==> config.mk <==
export PLATFORM = sky130hd
export DESIGN_NAME = entry_ctrl
export DESIGN_NICKNAME = d
export VERILOG_FILES = /design/src/rtl/entry_ctrl.sv
export SDC_FILE = /design/constraint.sdc
export NUM_CORES = 1
export LEC_CHECK = 0
export CORE_ASPECT_RATIO = 0.7
export CORE_UTILIZATION = 30
export CTS_BUF_LIST = sky130_fd_sc_hd__clkbuf_4
export DETAILED_ROUTE_END_ITERATION = 8
export REMOVE_ABC_BUFFERS = 1
export SLEW_MARGIN = 20
export SYNTH_ARGS = -nofsm -noshare
export SYNTH_HDL_FRONTEND = slang
export SYNTH_SLANG_ARGS = --single-unit
export TNS_END_PERCENT = 50
==> constraint.sdc <==
create_clock -name clock -period 2.5 [get_ports clock]
set_clock_uncertainty 0.1 [all_clocks]
set_input_delay 0.5 -clock clock [delete_from_list [all_inputs] [get_ports clock]]
set_output_delay 0.5 -clock clock [all_outputs]
set_load 0.1 [all_outputs]
==> src/rtl/entry_ctrl.sv <==
// Player-entry sequencer for Bulls & Cows: conditions the enter button, collects four
// distinct 4-bit digits, hands the 16-bit entry over valid/ready and drives the entry display.
module entry_ctrl #(
  parameter int DEB_CNT   = 1_000_000,
  parameter int BLINK_CNT = 25_000_000
) (
  input  logic        clock,
  input  logic        reset,
  input  logic [3:0]  code,
  input  logic        enter_button,
  input  logic        entry_req,
  output logic        out_valid,
  input  logic        out_ready,
  output logic [15:0] out_data,
  output logic        err,
  output logic [5:0]  d1,
  output logic [5:0]  d2,
  output logic [5:0]  d3,
  output logic [5:0]  d4
);
  localparam int DW = $clog2(DEB_CNT + 1);
  localparam int BW = $clog2(BLINK_CNT + 1);

  typedef enum logic [1:0] {IDLE, COLLECT, PRESENT} state_t;

  logic          s_meta, s, deb, deb_q, press;
  logic [DW-1:0] deb_cnt;
  logic [BW-1:0] blink_cnt;
  logic          blink;
  state_t        state;
  logic [1:0]    idx;
  logic [3:0][3:0] dig;
  logic          dup;
  logic [3:0][5:0] disp;

  // deb only follows s after DEB_CNT consecutive disagreeing cycles
  always_ff @(posedge clock or negedge reset) begin
    if (!reset) begin
      s_meta  <= 1'b0;
      s       <= 1'b0;
      deb     <= 1'b0;
      deb_q   <= 1'b0;
      deb_cnt <= '0;
    end else begin
      s_meta <= enter_button;
      s      <= s_meta;
      deb_q  <= deb;
      if (s == deb)
        deb_cnt <= '0;
      else if (deb_cnt == DW'(DEB_CNT - 1)) begin
        deb     <= s;
        deb_cnt <= '0;
      end else
        deb_cnt <= deb_cnt + DW'(1);
    end
  end

  assign press = deb & ~deb_q;

  always_ff @(posedge clock or negedge reset) begin
    if (!reset) begin
      blink_cnt <= '0;
      blink     <= 1'b1;
    end else if (blink_cnt == BW'(BLINK_CNT - 1)) begin
      blink_cnt <= '0;
      blink     <= ~blink;
    end else
      blink_cnt <= blink_cnt + BW'(1);
  end

  always_comb begin
    dup = 1'b0;
    for (int i = 0; i < 4; i++)
      if (2'(i) < idx && dig[i] == code) dup = 1'b1;
  end

  always_ff @(posedge clock or negedge reset) begin
    if (!reset) begin
      state     <= IDLE;
      idx       <= '0;
      dig       <= '0;
      out_valid <= 1'b0;
      out_data  <= '0;
      err       <= 1'b0;
    end else begin
      case (state)
        IDLE: if (entry_req) begin
          state <= COLLECT;
          idx   <= '0;
          dig   <= '0;
          err   <= 1'b0;
        end
        COLLECT: begin
          // abort has priority over a coincident press
          if (!entry_req) begin
            state <= IDLE;
            idx   <= '0;
            dig   <= '0;
            err   <= 1'b0;
          end else if (press) begin
            if (dup)
              err <= 1'b1;
            else begin
              dig[idx] <= code;
              err      <= 1'b0;
              if (idx == 2'd3) begin
                state     <= PRESENT;
                idx       <= '0;
                out_valid <= 1'b1;
                out_data  <= {dig[0], dig[1], dig[2], code};
              end else
                idx <= idx + 2'd1;
            end
          end
        end
        PRESENT: if (out_ready) begin
          out_valid <= 1'b0;
          state     <= IDLE;
        end
        default: state <= IDLE;
      endcase
    end
  end

  // cursor shows the live switch value so the player sees what will be captured
  always_comb begin
    for (int i = 0; i < 4; i++) begin
      disp[i] = '0;
      if (state == PRESENT)
        disp[i] = {1'b1, dig[i], 1'b0};
      else if (state == COLLECT) begin
        if (2'(i) < idx)       disp[i] = {1'b1, dig[i], 1'b0};
        else if (2'(i) == idx) disp[i] = {blink, code, err};
      end
    end
  end

  assign d1 = disp[0];
  assign d2 = disp[1];
  assign d3 = disp[2];
  assign d4 = disp[3];
endmodule

Word-level counts from Yosys, hierarchy flattened:

Cells that the tools add are included.

* add/subtract/negate cells: 3
* order comparisons: 6
* eq/ne operators: 22
* multiplexer cells: 55
* bitwise logic cells: 5
* reductions and logical operators: 15

Operator list (count)
* $mux 6: 16
* $mux 16: 4
* $mux 20: 2
* $pmux 16 s2: 1
* $add 25x1->25 const B: 1
* $eq 25x25->1 const B: 1
* $mux 25: 1
* $mux 2: 11
* $add 20x1->20 const B: 1
* $eq 20x20->1 const B: 1
* $bwmux 16: 1
* $eq 4x4->1: 4
* $mux 1: 13
* $ne 2x2->1 const B: 6
* $reduce_and 5->1: 2
* $ne 3x3->1 const B: 3
* $demux 4 s2: 1
* $pmux 2 s3: 1
* $reduce_and 6->1: 1
* $logic_and 1x1->1: 5
* $eq 2x2->1 const A: 2
* $eq 2x2->1 const B: 2
* $logic_not 2->1: 2
* $lt 1x2->1 const A: 2
* other kinds (16): 22

* bits in registers: 88
* output and inout bits: 42

Depth between registers and ports, before layout:

Gate-level depths: netlist of the first run.

* depth after elaboration: 10
* mapped depth: 9
* mapped depth without buffers: 7

Worst setup path after synthesis of the first run:

OpenSTA, ideal clock, no wires.

* path kind: register -> output
* from: reg idx[1]
* to: out d1[1]
* arrival time: 3.303 ns
* path slack: -1.403 ns
* cell stages (with the launch flop): 6
* buffers on the path: 1
* cell sequence: dfrtp_1 -> inv_1 -> ha_1 -> clkbuf_1 -> mux2i_1 -> o21ai_0

* cells in the longest elaborated chain, start to end: 5
* elaborated cells between the ends (all ways): 6
* those cells by class: 1 x order compare; 4 x mux; 1 x reduce/logical

RTL lines
* from (decl): line 31 `logic [1:0] idx;`
* from (signal assigned): line 112 `idx <= idx + 2'd1;`
* $logic_not 2->1: line 133 `else if (2'(i) == idx) disp[i] = {blink, code, err};`
* $mux 6: line 133
* $mux 6 (*): line 132 `if (2'(i) < idx) disp[i] = {1'b1, dig[i], 1'b0};`
* $mux 6 (*): line 131 `else if (state == COLLECT) begin`
* $mux 6 (*): line 129 `if (state == PRESENT)`
* to (decl): line 16 `output logic [5:0] d1,`

Every way passes the cells marked *; elsewhere a longest branch is shown, timed or not.

Worst setup path after layout of the first run:

* from: reg idx[1]
* to: out d3[2]

* cells in the longest elaborated chain, start to end: 5
* elaborated cells between the ends (all ways): 6
* those cells by class: 1 x order compare; 1 x eq/ne; 4 x mux

RTL lines
* $eq 2x2->1: line 133
* $mux 6: line 133
* $mux 6 (*): line 132
* $mux 6 (*): line 131
* $mux 6 (*): line 129
* to (decl): line 18 `output logic [5:0] d3,`

Marked as above.

==> summary.md, run 1 <==
| Metric | Value |
|---|---|
| Core area | `14100 um^2` |
| Least-Margin Pin Slew | `516 ps` |
| Synthesized area per cell | `11.0 um^2` |
| CTS Buf Count | `9` |
| Yosys warns | `0` |
| Final hold vios | `0` |
| DP HPWL | `7350 um` |
| Area of the die | `15100 um^2` |
| Worst Setup Start Kind | `flop` |
| Port bufs | `50` |
| Proportion of layout cells with a drive suffix above 1 | `27.2%` |
| P&R area growth vs syn | `32.2%` |
| Layout Nets | `503` |
| Area leader, netlist | `dfrtp_1` |
| Synthesized area | `4390 um^2` |
| Crit end category | `output pin` |
| Setup ws final | `-35.8 ps` |
| Sw Share | `25.7%` |
| Vias in the first global route | `3268` |
| Post-Layout Cell Count | `684` |
| Die Ht | `103 um` |
| Clock Latency Late Sink | `440 ps` |
| Clk buf depth | `2` |
| CP max FO | `5` |
| CP Class | `reg2out` |
| Clock power share | `29.5%` |
| Vias | `3325` |
| Crit. Startpoint | `idx[1]` |
| Clk sinks | `88` |
| Worst Hold Class | `reg2reg` |
| Root buffer cell | `clkbuf_4` |
| Row Count | `36` |
| Reg2reg end | `dig[13]` |
| Min Clock Period, post-route | `2540 ps` |
| Worst reg-to-reg path cell count | `8` |
| Synth area leaders | `dfrtp_1 50%, xor2_1 5.6%, xnor2_1 5.0%` |
| Initial Utilization | `31.1%` |
| Flop2flop setup slack | `240 ps` |
| Horiz. Die Dim | `147 um` |
| Required time of the critical path | `1900 ps` |
| Drt total wl | `10200 um` |
| Detailed Route Iter0 Violations | `280` |
| Worst vdd ir | `0.198 mV` |
| Max-slew headroom | `65.3%` |
| Sequential fraction of the synthesis area | `50.2%` |
| First-pass GRT wire length | `17300 um` |
| Total I/O pin count | `51` |
| Filler Cell Count | `1349` |
| GR Util All Layers | `14.6%` |
| Final worst-path cycle share | `101%` |
| Max Freq | `394 MHz` |
| Worst-path clk slew | `130 ps` |
| Int Power | `1.69 mW` |
| Leakage power | `2.56 nW` |
| Drt first pass iters | `4` |
| DRC | `0` |
| #FFs+latches synth | `88` |
| CTS H-tree depth | `3` |
| Psw | `585 uW` |
| GRT overflow | `0` |
| Comb pwr share | `7.3%` |
| Drt wl/cell | `14.9 um` |
| Largest net degree at the start of global routing | `89` |
| Pwr dens | `392 nW/um^2` |
| Status | `finished, violations left` |
| Post-synth top area share | `49.6%` |
| Post-DR vias/cell | `4.86` |
| Critical Path AT | `1940 ps` |
| Final setup viols | `6` |
| Mapped Cells | `400` |
| Initial antenna violation count | `1` |
| # Max-Cap Violations | `0` |
| Worst Setup EP | `d3[2]` |
| Synth unique cells | `46` |
| CTS tree | `yes` |
| Unrepaired setup endpoints after global routing | `yes` |
| Slew Limit Fails | `0` |
| Failing checks | `negative setup slack` |
| Register share of total power | `63.2%` |
| DP Worst Slack | `-319 ps` |
| Post-DRT Antenna Nets | `0` |
| Final GP Congestion | `0.841` |
| Inst Count DP | `658` |
| R2r startpoint | `idx[1]` |
cell type report:
type                       count  area, um^2  area share (%)
sequential                    88        2210            38.1
multi-input combinational    291        2170            37.4
timing repair buffer          91        1050            18.1
tap                          190         238            4.10
clock buffer                  10        75.1            1.29
inverter                       7        28.8           0.496
clock inverter                 6        27.5           0.475
antenna                        1        2.50          0.0432
synthesized netlist by cell type, drive strengths merged:
master    n
nand4     8
a32o     15
a22o     18
xnor2    25
nor2     47
and2      6
and4      5
xor2     28
nor4bb    1
nand2    28
a21oi     2
dfrtp    87
or2       2
ha        6
o21a      1
o21bai    1
nand3b    1
buf       7
nand2b    4
nor3     10
nor2b     5
nor4b     1
mux2i     2
nor3b     1
nor4     10
dfstp     1
and3      8
or3       1
a2bb2oi   1
or4       2
o21ai    14
clkbuf    7
inv       7
nand3    20
mux2     18
what timing repair did:
| action | CTS | global route |
|---|---|---|
| hold buffers | 1 | 0 |
| hold endpoints to repair | 73 | 0 |
| endpoints found under the setup margin | 21 | 22 |
| buffers inserted | 4 | 4 |
| pin swaps | 5 | 5 |
| resized for setup | 21 | 14 |
sequential cells by signal, summed over array words and instances (netlist names):
| name | count |
|---|---|
| blink_cnt | 25 |
| deb_cnt | 20 |
| dig | 16 |
| out_data | 16 |
| idx | 2 |
| state | 2 |
| blink | 1 |
| deb | 1 |
| deb_q | 1 |
| err | 1 |
| out_valid | 1 |
| s | 1 |
| s_meta | 1 |
worst max-delay path: stages, from the launching register on:
cell and delay, ps:
dfrtp_2 480, buf_6 140, ha_4 170, nor3b_4 150
buf_6 130, a22o_4 260, buf_12 160
per-stage QoR:
| stage | hold slack [ps] | utilization (%) | total power [mW] | cell area (um^2) | setup TNS [ps] |
|---|---|---|---|---|---|
| 6_report | 301 | 41.1 | 2.27 | 5800 | -148 |
| 5_1_grt | 315 | 41.1 | 2.39 | 5800 | -1360 |
| 4_1_cts | 318 | 40.6 | 2.31 | 5720 | -582 |
| 3_5_place_dp | 286 | 38.9 | 1.63 | 5490 | -6630 |
| 3_3_place_gp | 286 | 38.9 | 1.63 | 5490 | -6200 |
| 2_1_floorplan | 104 | - | 1.53 | 4290 | -5220 |
worst min path at each step:
stage | slack [ps] | cells past startpoint | endpoint | from
finish | 300 | 0 | s | s_meta
global route | 320 | 0 | s | s_meta
CTS | 320 | 0 | s | s_meta
detailed placement | 290 | 0 | s | s_meta
global placement | 290 | 0 | s | s_meta
floorplan | 100 | 0 | blink_cnt[0] | reset
cells in the final DEF (no fill, tap or decap), types with 3 or more instances in the layout:
| cell | n |
|---|---|
| clkinv_1 | 4 |
| mux2_4 | 10 |
| dfrtp_2 | 3 |
| clkbuf_4 | 10 |
| a22o_4 | 3 |
| ha_4 | 4 |
| nor2_1 | 47 |
| o21ai_0 | 12 |
| mux2_1 | 6 |
| xor2_1 | 28 |
| nand4_1 | 8 |
| buf_6 | 4 |
| nor3_1 | 7 |
| nand2b_1 | 3 |
| and4_1 | 4 |
| and2_1 | 4 |
| buf_4 | 52 |
| nor2b_1 | 5 |
| a22o_1 | 15 |
| clkdlybuf4s50_1 | 7 |
| xnor2_1 | 25 |
| nor4_1 | 8 |
| and3_1 | 7 |
| buf_12 | 26 |
| a32o_1 | 15 |
| dfrtp_1 | 84 |
| inv_1 | 5 |
| nand2_1 | 28 |
| nand3_1 | 20 |
routing by layer:
| metal | part of all wire (%) | up-vias | GRT usage [%] |
|---|---|---|---|
| met2 | 42 | 93 | 21.5 |
| met5 | 0 | - | 0 |
| met1 | 51 | 1613 | 21.0 |
| li1 | - | 1607 | - |
| met4 | 1.0 | 0 | 3.69 |
| met3 | 5.7 | 12 | 3.99 |
power by group through the flow:
stage	Clock, mW	Combinational (mW)	Sequential (mW)
global route	0.773	0.181	1.44
global placement	0	0.163	1.46
finish	0.672	0.166	1.44
detailed placement	0	0.164	1.46
floorplan	0	0.0646	1.46
CTS	0.708	0.167	1.44
kinds of logic after synthesis:
| group | share of synthesized area, % |
|---|---|
| and+or+nand+nor | 19.4 |
| DFF | 50.2 |
| xor gates and xnor gates | 10.6 |
| AOI/OAI and AO/OA | 9.38 |
| buffers and inverters | 2.77 |
| muxes | 5.93 |
| adders and majority gates | 1.71 |
Note: power is estimated with default switching activity, not from simulation.
==> run 2: changes to the inputs <==
CTS_CLUSTER_DIAMETER = 50   (was default)
==> results of run 2 <==
Same layout as run 1: the final DEF is identical, and so are final timing and power.
